**config.mk**
```make
export PLATFORM = sky130hd
export DESIGN_NAME = program_out_serializer
export DESIGN_NICKNAME = d
export VERILOG_FILES = /design/src/rtl/program_out_serializer.sv
export SDC_FILE = /design/constraint.sdc
export NUM_CORES = 1
export LEC_CHECK = 0
export CORE_ASPECT_RATIO = 1.25
export CORE_UTILIZATION = 35
export DETAILED_ROUTE_END_ITERATION = 16
export DONT_BUFFER_PORTS = 1
export PLACE_DENSITY = 0.6
export SYNTH_ARGS = -nofsm -noshare
export SYNTH_HDL_FRONTEND = slang
export SYNTH_SLANG_ARGS = --single-unit
export TNS_END_PERCENT = 1
```
**constraint.sdc**
```tcl
create_clock -name clk -period 9.3 [get_ports clk]
set_input_delay 2.325 -clock clk [delete_from_list [all_inputs] [get_ports clk]]
set_output_delay 2.325 -clock clk [all_outputs]
set_load 0.005 [all_outputs]
```
**src/rtl/program_out_serializer.sv**
```systemverilog
// Captures 64-bit program results into a FIFO and streams them out LSB byte first.
// Optional build macro PROGRAM_OUT_DEDUP_EN drops captures equal to the last accepted word.
module program_out_serializer #(
  parameter int DEPTH = 4
) (
  input  logic        clk,
  input  logic        reset,
  input  logic [63:0] program_out,
  input  logic        capt_valid,
  output logic [7:0]  byte_data,
  output logic        byte_valid,
  input  logic        byte_ready,
  output logic        overflow,
  output logic [15:0] word_count,
  output logic        busy
);

  localparam int AW = $clog2(DEPTH);
  localparam int CW = AW + 1;

  localparam logic IDLE = 1'b0;
  localparam logic SEND = 1'b1;

  logic          state_q, state_d;
  logic [63:0]   mem_q [DEPTH];
  logic [AW-1:0] wr_q, wr_d;
  logic [AW-1:0] rd_q, rd_d;
  logic [CW-1:0] cnt_q, cnt_d;
  logic [63:0]   shift_q, shift_d;
  logic [2:0]    idx_q, idx_d;
  logic [15:0]   wc_q, wc_d;
  logic          ovf_q, ovf_d;

  logic          empty;
  logic          full;
  logic          accept;
  logic          last_byte;
  logic          pop;
  logic          dup;
  logic          push_req;
  logic          push;
  logic          drop;
  logic [63:0]   head;

  assign empty     = (cnt_q == '0);
  assign full      = (cnt_q == CW'(DEPTH));
  assign accept    = (state_q == SEND) && byte_ready;
  assign last_byte = accept && (idx_q == 3'd7);
  assign pop       = !empty && ((state_q == IDLE) || last_byte);
  assign head      = mem_q[rd_q];

`ifdef PROGRAM_OUT_DEDUP_EN
  logic [63:0] last_q, last_d;

  assign dup    = (program_out == last_q);
  assign last_d = push ? program_out : last_q;

  // Remember the most recently accepted word for duplicate filtering.
  always_ff @(posedge clk or negedge reset) begin
    if (!reset) begin
      last_q <= '0;
    end else begin
      last_q <= last_d;
    end
  end
`else
  assign dup = 1'b0;
`endif

  // A full FIFO still takes a capture when the same edge frees a slot.
  assign push_req = capt_valid && !dup;
  assign push     = push_req && (!full || pop);
  assign drop     = push_req && full && !pop;

  // FIFO pointer, occupancy and sticky overflow next-state.
  always_comb begin
    wr_d  = push ? wr_q + AW'(1) : wr_q;
    rd_d  = pop ? rd_q + AW'(1) : rd_q;
    cnt_d = cnt_q + CW'(push) - CW'(pop);
    ovf_d = ovf_q | drop;
  end

  // Serializer FSM: load a word, shift out 8 bytes, chain to the next word.
  always_comb begin
    state_d = state_q;
    shift_d = shift_q;
    idx_d   = idx_q;
    wc_d    = wc_q;
    unique case (state_q)
      IDLE: begin
        if (pop) begin
          shift_d = head;
          idx_d   = 3'd0;
          state_d = SEND;
        end
      end
      SEND: begin
        if (accept) begin
          shift_d = shift_q >> 8;
          idx_d   = idx_q + 3'd1;
          if (last_byte) begin
            wc_d = wc_q + 16'd1;
            if (pop) begin
              shift_d = head;
              idx_d   = 3'd0;
            end else begin
              state_d = IDLE;
            end
          end
        end
      end
      default: state_d = IDLE;
    endcase
  end

  // FIFO storage; validity is tracked by the pointers, so no reset needed.
  always_ff @(posedge clk) begin
    if (push) begin
      mem_q[wr_q] <= program_out;
    end
  end

  // Control and datapath state registers.
  always_ff @(posedge clk or negedge reset) begin
    if (!reset) begin
      state_q <= IDLE;
      wr_q    <= '0;
      rd_q    <= '0;
      cnt_q   <= '0;
      shift_q <= '0;
      idx_q   <= '0;
      wc_q    <= '0;
      ovf_q   <= 1'b0;
    end else begin
      state_q <= state_d;
      wr_q    <= wr_d;
      rd_q    <= rd_d;
      cnt_q   <= cnt_d;
      shift_q <= shift_d;
      idx_q   <= idx_d;
      wc_q    <= wc_d;
      ovf_q   <= ovf_d;
    end
  end

  assign byte_valid = (state_q == SEND);
  assign byte_data  = byte_valid ? shift_q[7:0] : 8'h00;
  assign overflow   = ovf_q;
  assign word_count = wc_q;
  assign busy       = !empty || (state_q == SEND);

endmodule

```
==> flow_summary.yaml <==
power:
  power_frac_comb_pct: 19.2
  power.share.clock_pct: 30.7
  internal-power_w: 0.00328
  seqPwrFrac_pct: 50.1
  p_sw_share_pct: 26.9
  p_leak_nw: 5.37
  p_sw_w: 0.00121
  power_density_mw_per_mm2: 303
  ir_drop_uv: 181
setup_path:
  r2r-end: "cnt_q[2]"
  cp.depth: 2
  path_cells: "nor3_1 > nand2b_1"
  crit_path_top_delay_cell: "nor3_1"
  r2r-start: "idx_q[0]"
  critical-path-max-stage-delay_ns: 0.52
  worstSetupStartpointType: "flop"
  crit_fanout: 4
  cp_top_family: "simple AND/OR/NAND/NOR gates"
  worstRegToRegCells: 11
  crit_buf_inv: 0
  setup.worst_path.class: "reg -> out"
  critPathRequiredTime_ns: 6.98
  critPathArrivalTime_ns: 1.60
  rrSetupSlack_ns: 6.35
  crit_path_end_kind: "primary output"
grt:
  busiest_layer: "met2"
  use_met1_pct: 16.6
  grt_pass1_wl_um: 40500
  use_met3_pct: 4.23
  grt_max_degree: 93
  grt_pass1_vias: 6777
  antenna_found_initial: 0
  met2_usage_pct: 24.8
  grt-ovfl-total: 0
  grt.total_usage_pct: 14.1
routing:
  drcViolationCount: 0
  vias_per_cell: 5.00
  via_count: 6174
  ant_nets: 0
  initialDrtViolationCount: 402
  wl_per_cell_um: 21.1
  first_pass_iters: 5
  drt-total-wl_um: 26000
floorplan:
  design.die.area_mm2: 0.0385
  num_io_pins: 95
  die_x_um: 176
  rows: 79
  initial_core_util_pct: 35.6
  core_mm2: 0.0372
  die_h_um: 219
timing:
  layout_min_cycle_time_ns: 3.93
  tightest_slew_ns: 1.03
  slew-limit-headroom_pct: 31.4
  final-setup-viol-count: 0
  final_hold_viol_count: 0
  fmax_mhz: 255
  fin_crit_sh_pct: 42.2
  fin_skew_ns: 0.0231
  setup_tns_ns: 0
  drv_slew: 0
  rsz0062_at_grt: "false"
  layout_setup_ws_ns: 5.37
logic_synthesis:
  synthXorXnorAreaFrac_pct: 1.33
  yosysUniqueCellTypes: 31
  postSynthCellCount: 713
  synth_top_area_share_pct: 58.2
  netlist_area_mm2: 0.0132
  synth.largest_area_cell: "edfxtp_1"
  ys_seq_area_share_pct: 75.6
  syn-num-nets: 791
  muxShareOfSynthArea_pct: 11.2
  yosys_most_used_dff: "edfxtp_1"
  yosys.area_share.simple_pct: 5.11
  synth.avg_cell_area_um2: 18.5
  synth_top_family_by_area: "multiplexers"
  synth-async-reset-ratio_pct: 26.4
  ys_warn_count: 0
  synth_edf_count: 256
  synth_seq_cells: 348
  synth-adder-area-share_pct: 1.00
  synth_top_cells_by_area: "edfxtp_1 (58%), dfrtp_1 (17%), mux4_2 (11%), nand2_1 (3.4%), a22oi_1 (3.2%)"
  synth_compound_area_share_pct: 4.07
layout:
  n_antenna_cell: 0
  syn_to_final_growth_pct: 12.4
  final_common_cell: "edfxtp_1"
  nets: 802
  drive_gt1_share_pct: 18.4
  layout_common_cells: "edfxtp_1 (256), nand2_1 (118), dfrtp_1 (90)"
cts:
  cts_sinks: 348
  cts_setup_buffers: 0
  cts_tree: "done"
  clk_pin_slew_ns: 0.06
  postCtsHoldBufs: 0
  numCtsBuffers: 35
  post_cts_resize_count: 0
  cts_root_buf: "clkbuf_16"
  clk_latency_ns: 0.52
  htree_levels: 2
  cts_buffer_depth: 3
outcome:
  outcome: "finished, final reports clean"
place:
  io_buffers: 0
  post-place-ws_ns: 4.93
  hpwl_um: 14700
  gp_congestion: 0.705
worst_hold_path:
  hold_start: "shift_q[5]"
  hold_path_end: "shift_q[5]"
  hold_class: "reg -> reg"
  hold_depth: 2
flow_run:
  cap_viol_max_count: 0
-- synth_stat cells (3+ instances only) --
library cell	n
xnor2_1	16
edfxtp_1	256
clkbuf_1	7
inv_1	7
and2_1	10
dfrtp_1	92
ha_1	9
nand4_1	4
buf_2	14
a22o_1	10
mux4_2	64
nand2_1	118
and3_1	4
nor2_1	4
xor2_1	4
buf_4	11
a22oi_1	56
and4_1	3
nand3_1	7
buf_1	3
-- metrics by stage --
stage / hold slack (ns) / std cells / power, W / instance area, um2 / util (%)
final: 0.457 / 1235 / 0.00449 / 14800 / 40.0
after global routing: 0.481 / 1235 / 0.00473 / 14800 / 40.0
after CTS: 0.465 / 1235 / 0.00458 / 14800 / 40.0
after detailed placement: 0.451 / 1173 / 0.00319 / 13700 / 37.0
after global placement: 0.446 / 1173 / 0.00317 / 13700 / 37.0
after floorplan: 0.431 / 713 / 0.00292 / 13200 / -
-- layout make-up --
class | count | area (um2)
tap | 486 | 608
inverter | 7 | 26.3
multi-input combinational | 323 | 3040
sequential | 348 | 9990
fill | 3406 | 22300
timing repair buffer | 9 | 67.6
clock buffer | 45 | 955
clock inverter | 17 | 159
-- power by group through the flow --
| stage | Clock, W | Combinational [W] | Sequential (W) |
|---|---|---|---|
| finish | 0.00138 | 0.000862 | 0.00225 |
| CTS | 0.00142 | 0.000898 | 0.00226 |
| detailed placement | 0 | 0.000895 | 0.00229 |
| global placement | 0 | 0.000893 | 0.00228 |
| floorplan | 0 | 0.000732 | 0.00219 |
| global route | 0.00147 | 0.000962 | 0.00229 |
-- kinds of logic (layout without fill, tap and decap cells) --
| logic type | after synthesis | in the layout |
|---|---|---|
| AOI/OAI and AO/OA | 69 | 69 |
| muxes | 68 | 68 |
| buffers and inverters | 42 | 78 |
| adders and majority gates | 10 | 10 |
| and+or+nand+nor | 156 | 156 |
| xor gates and xnor gates | 20 | 20 |
| DFF | 348 | 348 |
-- sequential cells by signal (all words and copies together) (netlist names) --
name / flops
idx_q: 3
cnt_q: 3
word_count: 16
shift_q: 64
overflow: 1
mem_q: 256
rd_q: 2
wr_q: 2
byte_valid: 1
-- worst max-delay path by stage --
stage                from          end  slack (ns)
6_report         cnt_q[0]         busy        5.37
5_1_grt          cnt_q[0]         busy        5.28
4_1_cts          cnt_q[0]         busy        5.31
3_5_place_dp   byte_ready     cnt_q[2]        4.93
3_3_place_gp   byte_ready     cnt_q[2]        4.92
2_1_floorplan  byte_ready  mem_q[0][0]        4.79
-- tightest hold or removal path: stages (launching register included) --
cell and delay (ns):
dfrtp_1 0.33, nand2_1 0.05, nand2_1 0.05
-- routing by layer --
metal  share of wire (%)  vias to the layer above
li1                    -                     2793
met1                  39                     3213
met2                  52                      135
met3                 6.6                       33
met4                 1.7                        0
met5                   0                        -
Power figures use the tool's default switching activity.
==> variant (same flow settings) <==
Add a define of `PROGRAM_OUT_DEDUP_EN`.
--- a/src/rtl/program_out_serializer.sv
+++ b/src/rtl/program_out_serializer.sv
@@ -1,5 +1,7 @@
 // Captures 64-bit program results into a FIFO and streams them out LSB byte first.
 // Optional build macro PROGRAM_OUT_DEDUP_EN drops captures equal to the last accepted word.
+`define PROGRAM_OUT_DEDUP_EN
+
 module program_out_serializer #(
   parameter int DEPTH = 4
 ) (
Formal check against the unedited RTL: not equivalent (Yosys sat finds a counterexample within 4 cycles, from zero or initial values and one cycle with reset low).
==> variant against the original RTL <==
- fmax decreased by 26%
- sequential cell count up 64
- sequential power rose by 20%
- power increased by 25%
- cell count rose by 22%
- area after synthesis up 24%
- sequential share of layout area fell by 4.2 points
- first-iteration DRC count is 79% higher
- worst setup slack worse by 1.4 ns
- cell area up 24%
- non-clock buffer count increased by 2
- clock skew fell by 0.0091 ns
- routed wire length grew 42%
- register-to-register slack got worse by 1.1 ns
==> variant: results (changes against the original RTL) <==
* Max-slew headroom at 0.3244 (+0.01066)
* Crit path max-delay family: buffers and inverters
* Inserted Clock Buffers at 39 (+11%)
* ANT cells at 0 (unchanged)
* Status: finished clean
* Max VDD drop at 0.1522 mV (-16%)
* Synth Net Count at 958 (+21%)
* CTS max path bufs at 3 (unchanged)
* Clock skew at 0.01405 ns (-0.009059 ns)
* DR vias/cell at 5.225 (+4.5%)
* Post-synthesis compound-gate area fraction at 0.04047 (-0.0002542)
* Post-synthesis xor/xnor area fraction at 0.04473 (+0.03147)
* Layout cells sized above 1 at 0.2312 (+0.04694)
* End of the worst hold path: shift_q[16]
* Adder-Cell Fraction of Synth Area at 0.008063 (-0.001975)
* GP Congestion at 0.7470 (+6.0%)
* Mux cell area share after synthesis at 0.1481 (+0.03569)
* CP Class: in -> reg
* # fillers at 4113 (+21%)
* Critical path fanouts, max at 53 (+49)
* Cells after Synth at 880 (+23%)
* CP startpoint: program_out[6]
* Switch share at 0.2741 (+0.005141)
* Comb pwr share at 0.222 (+0.030)
* Synth cell count leaders: edfxtp_1 (256), dfrtp_1 (156), xnor2_1 (78), mux2_4 (64), mux4_2 (64)
* Lkg Pwr at 0.007057 µW (+31%)
* Dpl hpwl at 22450 µm (+53%)
* Sequential area share after synthesis at 0.7046 (-0.05141)
* DRT Wirelength at 36930 µm (+42%)
* HP Start: shift_q[24]
* Synth cell types at 28 (-9.7%)
* Synth top area cells: edfxtp_1 (47%), dfrtp_1 (24%), mux4_2 (8.8%)
* Largest net degree at the start of global routing at 157 (+69%)
* Reg-to-reg endpoint: mem_q[1][4]
* Reg2reg start: idx_q[0]
* DR vias at 7848 (+27%)
* Synth warnings at 0 (unchanged)
* R2R Setup Slk at 5.27 ns (-1.08 ns)
* Placed cells at 1433 (+22%)
* Drt first-iter violations at 721 (+79%)
* Comb power at 1250 µW (+45%)
* R2R depth at 8 (-3)
* Final net count at 967 (+21%)
* Clk pwr share at 0.300 (-0.007)
* Largest stage delay on the critical path at 0.81 ns (+0.29 ns)
* Clock latency on the worst-skew pair at 0.54 ns (+0.02 ns)
* Post-synth EDFFs at 256 (unchanged)
* Initial antenna violation count at 0 (unchanged)
* Tot GR Track Use at 0.1586 (+0.01760)
* Vias in the first global route at 8373 (+24%)
* Critical path's slowest cell: buf_4
* Clk root buf: clkbuf_16
* First-pass GRT wire length at 55750 µm (+38%)
* Fraction of registers with async set/reset at 0.3786 (+0.1143)
* Drt first pass iters at 9 (+4)
==> variant: metrics by stage <==
| step | worst slack (ns) | instance area, µm² | hold slack, ns |
|---|---|---|---|
| after floorplan | 4.187 | 16450 | 0.4551 |
| after global placement | 3.389 | 17030 | 0.4683 |
| after detailed placement | 3.343 | 17030 | 0.4771 |
| after CTS | 3.902 | 18380 | 0.4904 |
| after global routing | 3.791 | 18380 | 0.5191 |
| final | 3.973 | 18380 | 0.4937 |
==> variant: metal layers <==
layer / vias up / part of all wire / global-route usage
met4: 0 / 0.024 / 0.04619
met5: - / 0 / 0
met1: 4180 / 0.40 / 0.1935
met3: 46 / 0.056 / 0.03434
li1: 3442 / - / -
met2: 180 / 0.52 / 0.2806
==> variant: layout make-up <==
class,instances,area (µm²),area share
clock inverter,21,281.5,0.01532
clock buffer,48,1070,0.05821
multi-input combinational,362,4379,0.2383
timing repair buffer,11,82.58,0.004493
inverter,63,236.5,0.01287
tap,585,732.0,0.03983
sequential,412,11600,0.6310
